### src/rtl/melody_sequencer_if.sv
// ----------------------------------------------------------------------------
// melody_sequencer_if
// Bundles the keypad-side inputs and decoder-side outputs of the melody
// sequencer. Clock and reset stay outside the bundle.
//   key_valid_i / key_value_i : new scanned key press and its 4-bit code
//   rec_i / loop_i            : record-mode and loop-playback levels
//   play_i / stop_i           : playback start and abort strobes
//   key_value_o / tone_en_o   : note code to the decoder and tone enable
//   busy_o / full_o / count_o : playback active, buffer full, notes stored
// Modports: master drives the inputs (scanner/controller side), slave is the
// sequencer itself.
// ----------------------------------------------------------------------------
interface melody_sequencer_if #(
    parameter int DEPTH = 16
);
    localparam int CW = $clog2(DEPTH) + 1;

    logic          key_valid_i;
    logic [3:0]    key_value_i;
    logic          rec_i;
    logic          play_i;
    logic          loop_i;
    logic          stop_i;
    logic [3:0]    key_value_o;
    logic          tone_en_o;
    logic          busy_o;
    logic          full_o;
    logic [CW-1:0] count_o;

    modport master (
        output key_valid_i, key_value_i, rec_i, play_i, loop_i, stop_i,
        input  key_value_o, tone_en_o, busy_o, full_o, count_o
    );

    modport slave (
        input  key_valid_i, key_value_i, rec_i, play_i, loop_i, stop_i,
        output key_value_o, tone_en_o, busy_o, full_o, count_o
    );
endinterface

### src/rtl/melody_sequencer.sv
// ----------------------------------------------------------------------------
// melody_sequencer
// Records keypad note codes (1..C) into a DEPTH-entry buffer and plays them
// back, each note sounding NOTE_TICKS cycles followed by GAP_TICKS of silence.
// Ports:
//   clk_i  : system clock
//   rst_i  : asynchronous active-high reset
//   bus    : melody_sequencer_if.slave (key input, mode controls, outputs)
// All outputs are registered.
// ----------------------------------------------------------------------------
module melody_sequencer #(
    parameter int DEPTH      = 16,
    parameter int NOTE_TICKS = 12_500_000,
    parameter int GAP_TICKS  = 2_500_000
) (
    input  logic                clk_i,
    input  logic                rst_i,
    melody_sequencer_if.slave   bus
);
    localparam int AW   = $clog2(DEPTH);
    localparam int CW   = AW + 1;
    localparam int MAXT = (NOTE_TICKS > GAP_TICKS) ? NOTE_TICKS : GAP_TICKS;
    localparam int TW   = $clog2(MAXT + 1);

    localparam logic [1:0] S_IDLE = 2'd0;
    localparam logic [1:0] S_REC  = 2'd1;
    localparam logic [1:0] S_PLAY = 2'd2;
    localparam logic [1:0] S_GAP  = 2'd3;

    logic [3:0]    mem [DEPTH];

    logic [1:0]    state_q, state_d;
    logic [CW-1:0] count_q, count_d;
    logic [AW-1:0] rd_idx_q, rd_idx_d;
    logic [TW-1:0] timer_q, timer_d;
    logic [3:0]    key_value_q, key_value_d;
    logic          tone_en_q, tone_en_d;
    logic          busy_q, busy_d;
    logic          full_q, full_d;

    logic          wr_en;
    logic          load_note;
    logic          code_ok;

    assign code_ok = (bus.key_value_i >= 4'h1) && (bus.key_value_i <= 4'hC);

    always_comb begin
        state_d     = state_q;
        count_d     = count_q;
        rd_idx_d    = rd_idx_q;
        timer_d     = timer_q;
        key_value_d = key_value_q;
        tone_en_d   = tone_en_q;
        wr_en       = 1'b0;
        load_note   = 1'b0;

        case (state_q)
            S_IDLE: begin
                key_value_d = 4'h0;
                tone_en_d   = 1'b0;
                if (bus.rec_i) begin
                    state_d = S_REC;
                    count_d = '0;
                end else if (bus.play_i && (count_q != '0)) begin
                    state_d   = S_PLAY;
                    rd_idx_d  = '0;
                    timer_d   = '0;
                    load_note = 1'b1;
                end
            end
            S_REC: begin
                // A press in the same cycle rec_i drops is still captured.
                if (bus.key_valid_i && code_ok && (count_q < CW'(DEPTH))) begin
                    wr_en   = 1'b1;
                    count_d = count_q + 1'b1;
                end
                if (!bus.rec_i) begin
                    state_d = S_IDLE;
                end
            end
            S_PLAY: begin
                if (bus.stop_i) begin
                    state_d     = S_IDLE;
                    key_value_d = 4'h0;
                    tone_en_d   = 1'b0;
                    timer_d     = '0;
                end else if (timer_q == TW'(NOTE_TICKS - 1)) begin
                    state_d   = S_GAP;
                    timer_d   = '0;
                    tone_en_d = 1'b0;
                end else begin
                    timer_d = timer_q + 1'b1;
                end
            end
            default: begin // S_GAP
                if (bus.stop_i) begin
                    state_d     = S_IDLE;
                    key_value_d = 4'h0;
                    tone_en_d   = 1'b0;
                    timer_d     = '0;
                end else if (timer_q == TW'(GAP_TICKS - 1)) begin
                    timer_d = '0;
                    if (CW'(rd_idx_q) < (count_q - 1'b1)) begin
                        state_d   = S_PLAY;
                        rd_idx_d  = rd_idx_q + 1'b1;
                        load_note = 1'b1;
                    end else if (bus.loop_i) begin
                        state_d   = S_PLAY;
                        rd_idx_d  = '0;
                        load_note = 1'b1;
                    end else begin
                        state_d     = S_IDLE;
                        key_value_d = 4'h0;
                        tone_en_d   = 1'b0;
                    end
                end else begin
                    timer_d = timer_q + 1'b1;
                end
            end
        endcase

        // The note register is loaded on entry to PLAY so the code and the
        // tone enable appear on the same edge.
        if (load_note) begin
            key_value_d = mem[rd_idx_d];
            tone_en_d   = 1'b1;
        end

        busy_d = (state_d == S_PLAY) || (state_d == S_GAP);
        full_d = (count_d == CW'(DEPTH));
    end

    // Note buffer: contents are don't-care after reset, so no reset here.
    always_ff @(posedge clk_i) begin
        if (wr_en) begin
            mem[count_q[AW-1:0]] <= bus.key_value_i;
        end
    end

    always_ff @(posedge clk_i or posedge rst_i) begin
        if (rst_i) begin
            state_q     <= S_IDLE;
            count_q     <= '0;
            rd_idx_q    <= '0;
            timer_q     <= '0;
            key_value_q <= 4'h0;
            tone_en_q   <= 1'b0;
            busy_q      <= 1'b0;
            full_q      <= 1'b0;
        end else begin
            state_q     <= state_d;
            count_q     <= count_d;
            rd_idx_q    <= rd_idx_d;
            timer_q     <= timer_d;
            key_value_q <= key_value_d;
            tone_en_q   <= tone_en_d;
            busy_q      <= busy_d;
            full_q      <= full_d;
        end
    end

    assign bus.key_value_o = key_value_q;
    assign bus.tone_en_o   = tone_en_q;
    assign bus.busy_o      = busy_q;
    assign bus.full_o      = full_q;
    assign bus.count_o     = count_q;
endmodule

### src/flat_wrapper.sv
// flat-port wrapper written by rule: the top's interface ports become plain ports
module melody_sequencer_flat 
#(
    parameter int DEPTH      = 16,
    parameter int NOTE_TICKS = 12_500_000,
    parameter int GAP_TICKS  = 2_500_000
)
  (clk_i, rst_i, bus_key_valid_i, bus_key_value_i, bus_rec_i, bus_play_i, bus_loop_i, bus_stop_i, bus_key_value_o, bus_tone_en_o, bus_busy_o, bus_full_o, bus_count_o);
  melody_sequencer_if #(.DEPTH(DEPTH)) bus_i ();
  input  logic clk_i;
  input  logic rst_i;
  input wire logic [$bits(bus_i.key_valid_i)-1:0] bus_key_valid_i;
  input wire logic [$bits(bus_i.key_value_i)-1:0] bus_key_value_i;
  input wire logic [$bits(bus_i.rec_i)-1:0] bus_rec_i;
  input wire logic [$bits(bus_i.play_i)-1:0] bus_play_i;
  input wire logic [$bits(bus_i.loop_i)-1:0] bus_loop_i;
  input wire logic [$bits(bus_i.stop_i)-1:0] bus_stop_i;
  output wire logic [$bits(bus_i.key_value_o)-1:0] bus_key_value_o;
  output wire logic [$bits(bus_i.tone_en_o)-1:0] bus_tone_en_o;
  output wire logic [$bits(bus_i.busy_o)-1:0] bus_busy_o;
  output wire logic [$bits(bus_i.full_o)-1:0] bus_full_o;
  output wire logic [$bits(bus_i.count_o)-1:0] bus_count_o;
  assign bus_i.key_valid_i = bus_key_valid_i;
  assign bus_i.key_value_i = bus_key_value_i;
  assign bus_i.rec_i = bus_rec_i;
  assign bus_i.play_i = bus_play_i;
  assign bus_i.loop_i = bus_loop_i;
  assign bus_i.stop_i = bus_stop_i;
  assign bus_key_value_o = bus_i.key_value_o;
  assign bus_tone_en_o = bus_i.tone_en_o;
  assign bus_busy_o = bus_i.busy_o;
  assign bus_full_o = bus_i.full_o;
  assign bus_count_o = bus_i.count_o;
  melody_sequencer #(.DEPTH(DEPTH), .NOTE_TICKS(NOTE_TICKS), .GAP_TICKS(GAP_TICKS)) u_core (.clk_i(clk_i), .rst_i(rst_i), .bus(bus_i));
endmodule
### config.mk
export PLATFORM = sky130hd
export DESIGN_NAME = melody_sequencer_flat
export DESIGN_NICKNAME = d
export VERILOG_FILES = /design/src/rtl/melody_sequencer_if.sv /design/src/rtl/melody_sequencer.sv /design/src/flat_wrapper.sv
export SDC_FILE = /design/constraint.sdc
export NUM_CORES = 1
export LEC_CHECK = 0
export ABC_AREA = 1
export CORE_MARGIN = 3
export CORE_UTILIZATION = 55
export CTS_CLUSTER_SIZE = 30
export DETAILED_ROUTE_END_ITERATION = 8
export HOLD_SLACK_MARGIN = 0.05
export PLACE_DENSITY = 0.73
export SLEW_MARGIN = 40
export SYNTH_ARGS = -nofsm -noshare
export SYNTH_HDL_FRONTEND = slang
export SYNTH_SLANG_ARGS = --single-unit
### constraint.sdc
create_clock -name clk_i -period 3.5 [get_ports clk_i]
set_clock_uncertainty 0.1 [all_clocks]
set_input_delay 1.05 -clock clk_i [delete_from_list [all_inputs] [get_ports clk_i]]
set_output_delay 1.05 -clock clk_i [all_outputs]
set_load 0.005 [all_outputs]
**Yosys cells after proc, flatten, opt, wreduce, memory -nomap -nowiden**

Memory sizes are Yosys's and may differ from the RTL's.
Index checks and enable logic that the tools add are counted.

- Muxes and demuxes: 53
- Bitwise operators: 1
- $lt $le $gt $ge: 4
- Add/subtract/negate cells: 4
- Reduce and logical (&&, ||, !) cells: 13
- Eq/ne operators: 16

Operators with widths:

| operator | count |
|---|---|
| 2-to-1 mux 24 bit | 6 |
| case mux 24 bit (3 select lines) | 1 |
| 2-to-1 mux 4 bit | 12 |
| adder 24 x 1 -> 24 bit (second input constant) | 1 |
| == test 24 x 22 -> 1 bit (second input constant) | 1 |
| == test 24 bit (second input constant) | 1 |
| 2-to-1 mux 2 bit | 9 |
| 2-to-1 mux 1 bit | 17 |
| case mux 4 bit (3 select lines) | 1 |
| 2-to-1 mux 5 bit | 2 |
| case mux 5 bit (2 select lines) | 1 |
| AND reduction 5 bit | 2 |
| nonzero test 5 bit | 2 |
| case mux 4 bit (2 select lines) | 1 |
| == test 2 bit (second input constant) | 3 |
| case mux 2 bit (3 select lines) | 1 |
| adder 5 x 1 -> 5 bit (second input constant) | 1 |
| == test 5 bit (second input constant) | 1 |
| < comparator 4 x 5 -> 1 bit | 1 |
| < comparator 5 bit (second input constant) | 1 |
| inequality test 5 x 1 -> 1 bit (second input constant) | 1 |
| inequality test 5 x 4 -> 1 bit (second input constant) | 1 |
| subtractor 5 x 1 -> 5 bit (second input constant) | 1 |
| adder 4 x 1 -> 4 bit (second input constant) | 1 |
| other kinds (18) | 22 |

- Memories: 1
- Input port bits: 11
- Output and inout bits: 12
- Bits in writable memories: 64
- Bits in registers: 42
- Word-level logic and storage cells: 100

Memories:

| name | words | bits a word | read ports | clocked after Yosys merged registers in | wr ports | line | source |
|---|---|---|---|---|---|---|---|
| u_core.mem | 16 | 4 | 1 | 0 | 1 | melody_sequencer.sv:30 | `logic [3:0] mem [DEPTH];` |

**Depth between registers and ports, before layout**

- Depth in word-level cells: 8
- Mapped depth: 21
- Depth with buffers taken out: 20

**Worst setup path after synthesis**

Ideal clock, no wire load.

- Path kind: in2reg
- Start: input port bus_key_value_i[0]
- End: memory u_core.mem[11][0] (enable)
- Stages on the path: 8
- Data arrival time: 2.224 ns
- Data required time: 3.039 ns
- Library setup time: 0.361 ns
- Buffers on the path: 0
- Path slack: 0.815 ns
- Cell sequence: nor2_1 -> o211a_1 -> inv_1 -> nor2_1 -> inv_1 -> nor2_1 -> inv_1 -> nor3_1

- Word-level cells in the longest chain between the ends: 8
- Elaborated cells on any way between the ends: 9
- Those cells by class: 2 x order compare; 4 x mux; 3 x reduce/logical

RTL lines:

| what | line | source |
|---|---|---|
| start: declaration | flat_wrapper.sv:13 | `input wire logic [$bits(bus_i.key_value_i)-1:0] bus_key_value_i;` |
| greater-or-equal comparator 4 x 1 -> 1 bit or <= comparator 4 bit (tied branches) | melody_sequencer.sv:45 | `assign code_ok = (bus.key_value_i >= 4'h1) && (bus.key_value_i <= 4'hC);` |
| logical AND 1 bit (*) | melody_sequencer.sv:45 |  |
| logical AND 1 bit (*) (2 in series) | melody_sequencer.sv:73 | `if (bus.key_valid_i && code_ok && (count_q < CW'(DEPTH))) begin` |
| 2-to-1 mux 1 bit (*) | melody_sequencer.sv:73 |  |
| 2-to-1 mux 1 bit (*) | melody_sequencer.sv:57 | `case (state_q)` |
| 2-to-1 mux 1 bit (*) | melody_sequencer.sv:135 | `if (wr_en) begin` |
| 2-to-1 mux 1 bit (not written as such) (*) | melody_sequencer.sv:136 | `mem[count_q[AW-1:0]] <= bus.key_value_i;` |
| end: declaration | melody_sequencer.sv:30 |  |

Mark *: on every way between the ends. The rest lies on a longest branch, timed or not.

**Final worst setup path**

- Start: register u_core.count_q[1], in the netlist u_core.bus.count_o[1]
- End: register u_core.key_value_q[3], in the netlist u_core.bus.key_value_o[3]

- Word-level cells in the longest chain between the ends: 8
- Elaborated cells on any way between the ends: 24
- Those cells by class: 1 x add/sub; 1 x order compare; 4 x eq/ne; 13 x mux; 4 x reduce/logical; 1 x memory

RTL lines:

| what | line | source |
|---|---|---|
| start: declaration | melody_sequencer.sv:33 | `logic [CW-1:0] count_q, count_d;` |
| start signal: assignment | melody_sequencer.sv:152 | `count_q <= count_d;` |
| subtractor 5 x 1 -> 5 bit | melody_sequencer.sv:103 | `if (CW'(rd_idx_q) < (count_q - 1'b1)) begin` |
| < comparator 4 x 5 -> 1 bit | melody_sequencer.sv:103 |  |
| 2-to-1 mux 4 bit or 2-to-1 mux 1 bit (tied branches) | melody_sequencer.sv:103 |  |
| 2-to-1 mux 4 bit or 2-to-1 mux 1 bit (tied branches) | melody_sequencer.sv:101 | `end else if (timer_q == TW'(GAP_TICKS - 1)) begin` |
| 2-to-1 mux 4 bit or 2-to-1 mux 1 bit (tied branches) | melody_sequencer.sv:96 | `if (bus.stop_i) begin` |
| case mux 4 bit (2 select lines) or case mux 1 bit (2 select lines) (tied branches) | melody_sequencer.sv:57 |  |
| memory read (16 x 4 bit) (tied with other cells) | -- |  |
| 2-to-1 mux 4 bit or AND reduction 5 bit (tied branches) | -- |  |
| end signal: assignment | melody_sequencer.sv:155 | `key_value_q <= key_value_d;` |
| end: declaration | melody_sequencer.sv:36 | `logic [3:0] key_value_q, key_value_d;` |

Parallel ways exist; a longest one is shown, timed or not.
A chain may end at the register's enable or synchronous reset.

==> impl_summary.log <==
INFO  metric status = complete, no violations
INFO  metric cts-hold-fix-buffers = 0
INFO  metric ant_nets = 0
INFO  metric postRouteWirelength = 13400 µm
INFO  metric drt-vias-per-instance = 5.72
INFO  metric report.final.setup_viol = 0
INFO  metric critPathArrivalTime = 3.40 ns
INFO  metric floorplan.rows = 36
INFO  metric cp.required = 3.68 ns
INFO  metric port_buffers = 22
INFO  metric category_of_the_worst_setup_path_launch_point = flop
INFO  metric syn_area_per_cell = 9.14 µm²
INFO  metric cts.path.max_buffers = 2
INFO  metric initial_core_util = 57.0%
INFO  metric synth.net_count = 639
INFO  metric hold_viol = 0
INFO  metric gp_congestion = 0.981
INFO  metric area_growth = 10.1%
INFO  metric htree_levels = 3
INFO  metric fin_util = 62.8%
INFO  metric max_clock_freq = 310 MHz
INFO  metric die_x = 107 µm
INFO  metric place_inst = 768
INFO  metric synth_sequential_area_ratio = 53.1%
INFO  metric core-area = 0.00982 mm²
INFO  metric number_of_maximum_capacitance_constraint_violations = 0
INFO  metric worst_skew_late_latency = 0.38 ns
INFO  metric track_usage = 24.6%
INFO  metric yosys_warnings = 0
INFO  metric first_global_vias = 4343
INFO  metric grt_first_pass_wirelength = 21700 µm
INFO  metric wire_per_inst = 17.1 µm
INFO  metric initialDrtViolationCount = 430
INFO  metric worst_slew_margin_rel = 57.9%
INFO  metric ctsResizeCount = 0
INFO  metric hp-class = flop to flop
INFO  metric numClockSinks = 106
INFO  metric cts.root.buffer_cell = sky130_fd_sc_hd__clkbuf_8
INFO  metric postSynthCellCount = 613
INFO  metric tritoncts_buffers = 9
INFO  metric fin_setup_tns = 0 ns
INFO  metric number_of_setup_buffers_added_after_cts = 0
INFO  metric min_period_over_period = 92.2%
INFO  metric io_pins = 23
INFO  metric max-vdd-ir-drop = 0.435 mV
INFO  metric detail_route.first_pass.iterations = 5
INFO  metric fin_total_pwr = 3590 µW
INFO  metric drc = 0
INFO  metric dpl-instance-area = 0.00598 mm²
INFO  metric die_area = 0.0114 mm²
INFO  metric setup_repair_after_global_routing_missed_its_margin = false
INFO  metric clk_pin_slew_worst_paths = 0.10 ns
INFO  metric fin_nets = 672
INFO  metric cp_max_fo = 17
INFO  metric fp.dieH = 107 µm
INFO  metric tritoncts = yes
INFO  metric post_synth_num_cell_types = 46
INFO  metric grt_max_degree = 43
INFO  metric pins_over_slew_limit = 0
INFO  metric tightestPinTransition = 0.625 ns
INFO  metric finalCriticalPeriod = 3.23 ns
INFO  metric drive_gt1_share = 10.6%
INFO  metric globalRoute.totalOverflow = 0
INFO  metric p_leak = 0.00255 µW
INFO  metric fin_area = 0.00617 mm²
INFO  metric critical_path_class = flop to flop
INFO  metric dp_hpwl = 9620 µm
INFO  metric post-synth-top-area-fraction = 34.3%
INFO  metric synthesis_stage_register_bit_count = 106
INFO  metric instances_no_fill = 784
INFO  metric synth_area = 0.00560 mm²
INFO  metric power.density_cell_area = 582 mW/mm²
INFO  metric synth_top_cells_by_area = sky130_fd_sc_hd__edfxtp_1, sky130_fd_sc_hd__dfrtp_1, sky130_fd_sc_hd__nand3_1, sky130_fd_sc_hd__nand2_1, sky130_fd_sc_hd__inv_1
INFO  metric insertedDiodeCount = 0
INFO  metric vias = 4487
INFO  metric synth.largest_area_cell = sky130_fd_sc_hd__edfxtp_1
INFO  metric grt_antenna_before_repair = 0
INFO  metric endpoint_kind = flop
-- cell usage after synthesis (all sizes together) --
cell	n
a211oi	2
a221oi	3
xnor2	3
edfxtp	64
o22ai	1
o211a	1
clkbuf	1
o21bai	1
nand3	121
xor2	2
a21oi	21
nand2	120
nor2	64
a31oi	1
a211o	2
a21boi	1
inv	74
o21ai	26
o311ai	1
nor3b	1
dfrtp	42
o31ai	1
or2	2
nor3	20
nand4	7
ha	15
nor4	2
buf	12
clkinv	2
-- power breakdown --
part | switching [µW] | internal [µW] | total, µW | leakage (µW)
Sequential | 78.2 | 1410 | 1490 | 0.00115
Clock | 438 | 264 | 702 | 0.0000900
Combinational | 927 | 471 | 1400 | 0.00130
-- state kept, by name, summed over array words and instances, names as in the netlist --
signal / count
u_core.timer_q: 24
u_core.bus.key_value_o: 4
u_core.mem: 64
u_core.bus.busy_o: 1
u_core.bus.full_o: 1
u_core.bus.tone_en_o: 1
u_core.bus.count_o: 5
u_core.rd_idx_q: 4
u_core.state_q: 2
-- worst max-delay path, cell delays in order, from the launching register on --
cell and delay, ns:
sky130_fd_sc_hd__dfrtp_2 0.47, sky130_fd_sc_hd__inv_1 0.15, sky130_fd_sc_hd__ha_1 0.27, sky130_fd_sc_hd__ha_1 0.30
sky130_fd_sc_hd__nand2_1 0.06, sky130_fd_sc_hd__nand2_1 0.07, sky130_fd_sc_hd__nand2_1 0.06, sky130_fd_sc_hd__nand2_1 0.05
sky130_fd_sc_hd__nand2_1 0.05, sky130_fd_sc_hd__nand2_1 0.05, sky130_fd_sc_hd__nand3_1 0.10, sky130_fd_sc_hd__nand3_1 0.18
sky130_fd_sc_hd__nand2_1 0.14, sky130_fd_sc_hd__a21oi_4 0.45, sky130_fd_sc_hd__nand3_1 0.18, sky130_fd_sc_hd__nand3_1 0.14
sky130_fd_sc_hd__nand3_1 0.13, sky130_fd_sc_hd__nand3_1 0.12, sky130_fd_sc_hd__nand2_1 0.05
-- logic make-up (layout without fill, tap and decap cells) --
group | after synthesis | count (layout) | share of synthesized area [%]
buffers and inverters | 89 | 127 | 6.99
DFF | 106 | 106 | 53.1
adders and majority gates | 15 | 15 | 3.35
xor gates and xnor gates | 5 | 5 | 0.782
and+or+nand+nor | 337 | 337 | 28.7
AOI/OAI and AO/OA | 61 | 61 | 7.08
-- worst paths after layout --
| path | end | cells after the start | slack [ns] | startpoint |
|---|---|---|---|---|
| max in group asynchronous | u_core.bus.count_o[1] | 3 | 1.91 | rst_i |
| worst max register to register | u_core.bus.key_value_o[3] | 18 | 0.27 | u_core.bus.count_o[1] |
| worst min register to register | u_core.bus.key_value_o[3] | 2 | 0.38 | u_core.bus.key_value_o[3] |
| min in group asynchronous | u_core.rd_idx_q[3] | 3 | 0.99 | rst_i |
| worst max-delay path | u_core.bus.key_value_o[3] | 18 | 0.27 | u_core.bus.count_o[1] |
| worst min-delay path | u_core.bus.key_value_o[3] | 2 | 0.38 | u_core.bus.key_value_o[3] |
-- metal layers --
metal  vias up  routed length, µm  global-route usage [%]
met5         -                  0                       0
met4         0                284                    7.21
met3        27               1060                    6.68
met2       195               6450                    40.7
met1      2119               5590                    31.9
li1       2146                  -                       -
-- metrics by stage --
stage                     worst slack, ns  hold WS (ns)
after CTS                           0.261         0.389
final                               0.274         0.384
after global placement              0.204         0.367
after detailed placement            0.143         0.365
after floorplan                     0.815         0.356
after global routing               0.0278         0.426
-- placed cells by master, fill, tap and decap left out, drive strengths merged, types with 2 or more instances in the layout --
cell type | Yosys | final
a21oi | 21 | 21
ha | 15 | 15
a211o | 2 | 2
nand4 | 7 | 7
xnor2 | 3 | 3
nor3 | 20 | 20
nor4 | 2 | 2
nor2 | 64 | 64
clkinv | 2 | 6
a211oi | 2 | 2
o21ai | 26 | 26
a221oi | 3 | 3
clkbuf | 1 | 9
nand3 | 121 | 121
dfrtp | 42 | 42
inv | 74 | 76
clkdlybuf4s50 | 0 | 22
buf | 12 | 13
or2 | 2 | 2
edfxtp | 64 | 64
nand2 | 120 | 120
xor2 | 2 | 2
-- final cells by class --
cell class	count	area [µm²]
fillers	865	3650
flip-flops and latches	106	2970
multi-input cells	418	2250
repair buffers	35	318
inverters	76	287
well taps	133	166
clock buffers	9	124
clock inverters	7	52.6
No activity file was read; power rests on OpenSTA's default activity.
